`config.mk`:
```
export PLATFORM = sky130hd
export DESIGN_NAME = ex_muldiv_unit
export DESIGN_NICKNAME = d
export VERILOG_FILES = /design/src/rtl/ex_muldiv_unit.sv
export SDC_FILE = /design/constraint.sdc
export NUM_CORES = 2
export LEC_CHECK = 0
export ABC_AREA = 0
export BUFFER_PORTS_ARGS = -buffer_cell sky130_fd_sc_hd__buf_4
export CAP_MARGIN = 15
export CELL_PAD_IN_SITES_DETAIL_PLACEMENT = 1
export CELL_PAD_IN_SITES_GLOBAL_PLACEMENT = 1
export CORE_MARGIN = 2
export CORE_UTILIZATION = 46
export CTS_CLUSTER_DIAMETER = 30
export CTS_CLUSTER_SIZE = 10
export DETAILED_ROUTE_END_ITERATION = 7
export GPL_ROUTABILITY_DRIVEN = 0
export PLACE_DENSITY_LB_ADDON = 0.2
export SYNTH_ARGS = -nofsm -noshare
export SYNTH_HDL_FRONTEND = slang
export SYNTH_SLANG_ARGS = --single-unit
```
`constraint.sdc`:
```
create_clock -name clk -period 8 [get_ports clk]
set_input_delay 1.2 -clock clk [delete_from_list [all_inputs] [get_ports clk]]
set_output_delay 1.2 -clock clk [all_outputs]
set_load 0.02 [all_outputs]
```
`src/rtl/ex_muldiv_unit.sv`:
```
// Execute-stage multiply/divide unit: fixed-latency multiplier plus a
// restoring radix-2 divider, one operation in flight, valid/ready handshake.
module ex_muldiv_unit #(
   parameter int DATA_W  = 32,
   parameter int MUL_LAT = 2,
   parameter int TAG_W   = 5
) (
   input  logic              clk,
   input  logic              rst,
   input  logic              flush,
   input  logic              in_valid,
   output logic              in_ready,
   input  logic [2:0]        in_op,
   input  logic [DATA_W-1:0] in_src1,
   input  logic [DATA_W-1:0] in_src2,
   input  logic [TAG_W-1:0]  in_tag,
   output logic              out_valid,
   input  logic              out_ready,
   output logic [DATA_W-1:0] out_result,
   output logic [TAG_W-1:0]  out_tag,
   output logic              busy
);

   localparam int CNT_W = $clog2(DATA_W + 1);
   localparam logic [CNT_W-1:0]  CNT_ONE = CNT_W'(1);
   localparam logic [DATA_W-1:0] MIN_NEG = {1'b1, {(DATA_W-1){1'b0}}};

   typedef enum logic [1:0] {ST_IDLE, ST_MUL, ST_DIV, ST_DONE} state_t;

   state_t state_q, state_d;

   logic [1:0]        op_q;
   logic [TAG_W-1:0]  tag_q;
   logic [DATA_W-1:0] a_q, b_q;
   logic [DATA_W-1:0] rem_q, quo_q, dvs_q;
   logic              neg_q_q, neg_r_q;
   logic [CNT_W-1:0]  cnt_q;
   logic [DATA_W-1:0] res_q;
   logic [TAG_W-1:0]  otag_q;

   logic              accept, in_is_div, in_signed, in_is_mod;
   logic              div_zero, div_ovf, div_special;
   logic [DATA_W-1:0] src1_mag, src2_mag;

   assign in_ready    = (state_q == ST_IDLE) || (state_q == ST_DONE && out_ready);
   assign accept      = in_valid && in_ready && !flush;
   assign in_is_div   = in_op[2];
   assign in_signed   = !in_op[0];
   assign in_is_mod   = in_op[1];
   assign div_zero    = (in_src2 == '0);
   assign div_ovf     = in_signed && (in_src1 == MIN_NEG) && (in_src2 == '1);
   assign div_special = in_is_div && (div_zero || div_ovf);
   assign src1_mag    = (in_signed && in_src1[DATA_W-1]) ? -in_src1 : in_src1;
   assign src2_mag    = (in_signed && in_src2[DATA_W-1]) ? -in_src2 : in_src2;

   // one multiplier serves all three flavours: MULHU zero-extends, others sign-extend
   logic                ext_a, ext_b;
   logic [2*DATA_W-1:0] prod;
   logic [DATA_W-1:0]   mul_res;

   assign ext_a   = (op_q != 2'b10) && a_q[DATA_W-1];
   assign ext_b   = (op_q != 2'b10) && b_q[DATA_W-1];
   assign prod    = {{DATA_W{ext_a}}, a_q} * {{DATA_W{ext_b}}, b_q};
   assign mul_res = (op_q == 2'b01 || op_q == 2'b10) ? prod[2*DATA_W-1:DATA_W]
                                                     : prod[DATA_W-1:0];

   logic [DATA_W:0]   rem_sh, diff;
   logic [DATA_W-1:0] q_fix, r_fix, div_res;

   assign rem_sh  = {rem_q, quo_q[DATA_W-1]};
   assign diff    = rem_sh - {1'b0, dvs_q};
   assign q_fix   = neg_q_q ? -quo_q : quo_q;
   assign r_fix   = neg_r_q ? -rem_q : rem_q;
   assign div_res = op_q[1] ? r_fix : q_fix;

   always_ff @(posedge clk or negedge rst) begin
      if (!rst) state_q <= ST_IDLE;
      else      state_q <= state_d;
   end

   always_comb begin
      state_d = state_q;
      case (state_q)
         ST_IDLE, ST_DONE: begin
            if (accept)                               state_d = in_is_div ? ST_DIV : ST_MUL;
            else if (state_q == ST_DONE && out_ready) state_d = ST_IDLE;
         end
         ST_MUL, ST_DIV: if (cnt_q == '0) state_d = ST_DONE;
         default:        state_d = ST_IDLE;
      endcase
      if (flush) state_d = ST_IDLE;
   end

   always_ff @(posedge clk or negedge rst) begin
      if (!rst) begin
         op_q    <= '0;
         tag_q   <= '0;
         a_q     <= '0;
         b_q     <= '0;
         rem_q   <= '0;
         quo_q   <= '0;
         dvs_q   <= '0;
         neg_q_q <= 1'b0;
         neg_r_q <= 1'b0;
         cnt_q   <= '0;
         res_q   <= '0;
         otag_q  <= '0;
      end else if (accept) begin
         op_q  <= in_op[1:0];
         tag_q <= in_tag;
         a_q   <= in_src1;
         b_q   <= in_src2;
         dvs_q <= src2_mag;
         if (div_special) begin
            // preload quotient/remainder so the single fixup cycle yields the fixed answer
            quo_q   <= div_zero ? '1 : MIN_NEG;
            rem_q   <= div_zero ? in_src1 : '0;
            neg_q_q <= 1'b0;
            neg_r_q <= 1'b0;
            cnt_q   <= '0;
         end else begin
            quo_q   <= src1_mag;
            rem_q   <= '0;
            neg_q_q <= in_signed && (in_src1[DATA_W-1] ^ in_src2[DATA_W-1]);
            neg_r_q <= in_signed && in_src1[DATA_W-1];
            cnt_q   <= in_is_div ? CNT_W'(DATA_W) : CNT_W'(MUL_LAT - 1);
         end
      end else if (!flush) begin
         case (state_q)
            ST_MUL: begin
               if (cnt_q == '0) begin
                  res_q  <= mul_res;
                  otag_q <= tag_q;
               end else begin
                  cnt_q <= cnt_q - CNT_ONE;
               end
            end
            ST_DIV: begin
               if (cnt_q != '0) begin
                  rem_q <= diff[DATA_W] ? rem_sh[DATA_W-1:0] : diff[DATA_W-1:0];
                  quo_q <= {quo_q[DATA_W-2:0], !diff[DATA_W]};
                  cnt_q <= cnt_q - CNT_ONE;
               end else begin
                  res_q  <= div_res;
                  otag_q <= tag_q;
               end
            end
            default: ;
         endcase
      end
   end

   assign out_valid  = (state_q == ST_DONE);
   assign busy       = (state_q != ST_IDLE);
   assign out_result = res_q;
   assign out_tag    = otag_q;

endmodule

```
Word level (Yosys, flattened, before mapping). Index checks and enable logic that the tools add are counted.

Bits in registers: 214. Output and inout port bits: 40. Bits of input ports: 77.

Equal/unequal tests: 15. Multiplexer cells: 40. Reduce and logical (&&, ||, !) cells: 32. Bitwise gates (word level): 3. Add/subtract/negate cells: 6. Multipliers: 1.

Operator list (number): $mux W32 (20); $neg A32 Y32 (4); $eq A32 B32 Y1 const B (2); $mul A33 B33 Y64 (1); $pmux W32 S2 (1); $mux W6 (6); $sub A33 B32 Y33 (1); $logic_not A32 Y1 (1); $mux W31 (1); $pmux W6 S2 (1); $logic_and A1 B1 Y1 (11); $mux W2 (5); $mux W5 (2); $pmux W5 S2 (1); $ne A3 B3 Y1 const B (3); $reduce_bool A2 Y1 (4); $eq A2 B2 Y1 const B (3); $logic_not A6 Y1 (1); $ne A2 B2 Y1 const B (3); $reduce_bool A6 Y1 (1); $sub A6 B1 Y6 const B (1); $reduce_and A5 Y1 (1); $eq A2 B1 Y1 const B (2); $ne A4 B4 Y1 const B (1); 13 further kinds (20).

Longest topological paths before layout.
Depth in word-level cells: 8. Gate-level depth with buffers: 32. Depth with buffers taken out: 30.

Worst setup path before layout. No wires, ideal clock.

Path kind: register to register. From: register op_q[1]. To: register res_q[31], in the netlist out_result[31]. Required time: 7.928 ns. Slack: -0.107 ns. Buffers on the path: 1. Period minus slack after synthesis: 8.107 ns. Stages on the path, launching flop included: 29. Data arrival time: 8.035 ns. Path through: dfrtp_1 > ha_1 > nor2b_1 > clkbuf_1 > nand2_1 > inv_1 > fa_1 > fa_1 > fa_1 > inv_1 > fa_1 > inv_1 > fa_1 > fa_1 > inv_1 > fa_1 > fa_1 > inv_1 > ha_1 > and3_1 > a221oi_1 > o21ai_1 > a211oi_1 > o21bai_1 > a21o_1 > a2111oi_2 > nor4_1 > o31a_1 > nor2_1.

Word-level cells in the longest chain between the ends: 6. Elaborated cells on any way between the ends: 12. Those cells by class: mul: 1; eq/ne: 3; mux: 5; reduce/logical: 3.

Ends and longest elaborated chain: start: declaration (RTL line 32) `logic [1:0] op_q;`; start signal: assignment (RTL line 109) `op_q <= in_op[1:0];`; $ne A2 B2 Y1 (RTL line 61, 62); $logic_and A1 B1 Y1 (on tied branches) (RTL line 61, 62); $mul A33 B33 Y64 (RTL line 63) `assign prod = {{DATA_W{ext_a}}, a_q} * {{DATA_W{ext_b}}, b_q};`; $mux W32 (RTL line 64) `assign mul_res = (op_q == 2'b01 || op_q == 2'b10) ? prod[2*DATA_W-1:DATA_W]`; $mux W32 (RTL line 131) `if (cnt_q == '0) begin`; $pmux W32 S2 * (RTL line 129) `case (state_q)`; end signal: assignment (RTL line 132) `res_q <= mul_res;`; end signal: assignment (RTL line 144) `res_q <= div_res;`; end: declaration (RTL line 38) `logic [DATA_W-1:0] res_q;`.

Every way passes the cells marked *; elsewhere a longest branch is shown, timed or not. The select of a mux whose other input is x is not followed. A chain may end at the register's enable or synchronous reset.

Worst setup path after layout.
From: register op_q[1]. To: register res_q[10], in the netlist out_result[10].

Same word-level chain as after synthesis.

==> out/metrics.cfg <==
[clocking]
cts_root_buffer = clkbuf_16
cts_buffer_depth = 3
cts.clk_slew.worst_paths_ns = 0.05
cts_tree = built
cts_buffers = 68
clock_latency_ns = 0.60
clock_sinks = 213
htree_levels = 3
ctsHoldBuffers = 0

[place]
dp_cells = 7636
place_area_sq_mm = 0.0570
place_hpwl_um = 144000
portBuffers = 116

[global_route]
grt_max_degree = 111
global_route.usage.total = 0.316
grt_first_pass_wirelength_um = 283000
antenna_found_initial = 5
overflow = 0
grt_pass1_vias = 49000

[worst_setup_path]
cp_max_fo = 10
critPathKind = reg -> reg
crit_top_cell = fa_1
worstPathRequired_ns = 8.49
cpPeakStageDelay_ns = 0.64
worstPathArrival_ns = 8.40
crit_path_end_kind = flop
setup.worst_path.start_class = flop
slowest_stage = fa_1

[timing]
finalWorstPathRequiredPeriod_ns = 7.91
period_share = 0.988
rsz0062_at_grt = true
maxSlewHeadroom = 0.228
skew_ns = 0.0225
setup_violations = 0
hold_viol = 0
timing.hold.ws_ns = 0.473
max_freq_ghz = 0.126
worst_pin_slew_ns = 1.16
drv_slew = 0

[synth]
ys_ff_latch = 213
synth_mux_area_frac = 0.00792
synth_cells = 6021
synth_edf_count = 0
synthArstFlopShare = 1.00
synth-compound-area-share = 0.0821
synth-adder-area-share = 0.494
synthXorXnorAreaFrac = 0.0361
ys.warnings.count = 0
synth_top_family_by_area = adder cells
ys.flop_type = dfrtp_1
synthSimpleGateAreaFrac = 0.161
ys_types = 78
syn_area_sq_mm = 0.0521
yosysSeqAreaShare = 0.102
synth_fp_nets = 7480
syn_area_per_cell_sq_um = 8.66

[drt]
vias = 43500
routed_wl_um = 185000
drtPass1Iterations = 6
ant_nets = 0
routedWlPerCell_um = 23.6
drc = 0
drtIter0Drc = 2724
viasPerCell = 5.55

[floorplan]
core_area_sq_mm = 0.112
dieArea_sq_mm = 0.116
num_rows = 123
dieWidth_um = 341
io_pins = 117
initial_core_util = 0.464
die_h_um = 341

[run_status]
outcome = finished, final reports clean

[flow_run]
max_cap_viol_count = 0

[layout]
n_antenna_cell = 0
final_util = 0.540
drive_gt1_frac = 0.131
finalNonFillerCells = 7826
syn_to_final_growth_pct = 16.5
stdcell_area_sq_mm = 0.0608
nets = 7729

[worst_hold_path]
hp-class = reg -> reg

==> cells by family after synthesis <==
kind of cell	after synthesis
and+or+nand+nor	1888
DFF	213
xor gates and xnor gates	214
AOI/OAI and AO/OA	681
buffers and inverters	1602
adders and majority gates	1382
muxes	41
==> layer usage <==
metal | vias up | global-route usage | wire length (um)
li1 | 18600 | - | -
met1 | 23100 | 0.392 | 72200
met2 | 1306 | 0.562 | 93500
met3 | 435 | 0.0291 | 9110
met4 | 2 | 0.136 | 10000
met5 | - | 0 | 16
==> registers in the layout, indices dropped and copies added (netlist names), 6 cells and up <==
signal and count:
quo_q 32, dvs_q 31, b_q 32, a_q 32
rem_q 32, cnt_q 6, out_result 32
==> critical path: cells and delay by family (launching register included) <==
family	cells	cell delay (ns)
adder cells (fa/ha/maj)	10	4.49
multiplexers	1	0.26
AO/OA/AOI/OAI	4	0.87
flip-flops	1	0.42
AND/OR/NAND/NOR	6	0.94
buffers and inverters	7	0.81
==> layout make-up <==
cell class	instances	area (sq um)
repair buffers	518	4970
clock buffers	89	1900
clock inverters	37	499
well taps	1500	1880
flip-flops and latches	213	5350
inverters	1263	4750
fillers	12900	51700
multi-input cells	4206	41400
==> synthesized netlist by cell type, types with 21 or more instances <==
master	count	area, sq um
o22ai_1	43	269
mux2i_1	39	390
o21bai_1	21	158
inv_1	1263	4740
nand4_1	28	175
o31ai_1	26	195
xor2_1	80	701
nor2_1	186	698
a21oi_1	141	706
and2_1	295	1850
fa_1	1126	22500
xnor2_1	133	1160
dfrtp_1	213	5330
a21o_1	42	315
nand3_1	29	145
o211ai_1	21	158
ha_1	256	3200
clkbuf_1	313	1170
nand2_1	1186	4450
nor3_1	31	155
a31oi_1	38	238
o21ai_0	200	1000
==> per-stage QoR <==
step	worst slack [ns]	TNS, ns
finish	0.0927	0
global route	-0.140	-0.981
CTS	0.000970	0
detailed placement	-0.270	-2.69
global placement	-0.168	-0.636
floorplan	-0.0120	-0.0120
==> timing repair <==
item                                    in CTS  in global routing
endpoints found under the setup margin      22                 31
pin swaps                                   14                120
resized for setup                           23                172
cloned                                       0                 10
setup buffers                                4                 52
==> final timing paths <==
kind / endpoint / depth (start not counted) / from / slack [ns]
max: out_result[10] / 28 / op_q[1] / 0.09
min: tag_q[4] / 2 / tag_q[4] / 0.47
max reg2reg: out_result[10] / 28 / op_q[1] / 0.09
min reg2reg: tag_q[4] / 2 / tag_q[4] / 0.47
max in group asynchronous: a_q[28] / 2 / rst / 5.81
min in group asynchronous: cnt_q[4] / 1 / rst / 0.64
==> cell usage in the layout, fill, tap and decap left out, drive strengths merged, types with 7 or more instances in the layout <==
cell type and n:
or2 15, o211ai 21, o221ai 7, o21ai 207, dfrtp 213, or4 16, buf 508, and3 16
inv 1264, nand2b 17, mux2i 39, a21o 42, a22o 7, nor3 32, a31oi 38, or3 17
nor4 21, nand2 1187, a211oi 19, a21oi 141, bufinv 9, nand3 29, fa 1126, o31ai 27
and2 295, ha 256, clkbuf 99, o21bai 21, nor2b 15, o21a 19, xor2 81, clkinv 22
nand4 28, o41ai 19, o22ai 43, nor2 186, xnor2 133, a22oi 17
Power is left out: the tool's default activity adds up to more than one toggle a clock period on the data nets, which glitch-free logic cannot reach.
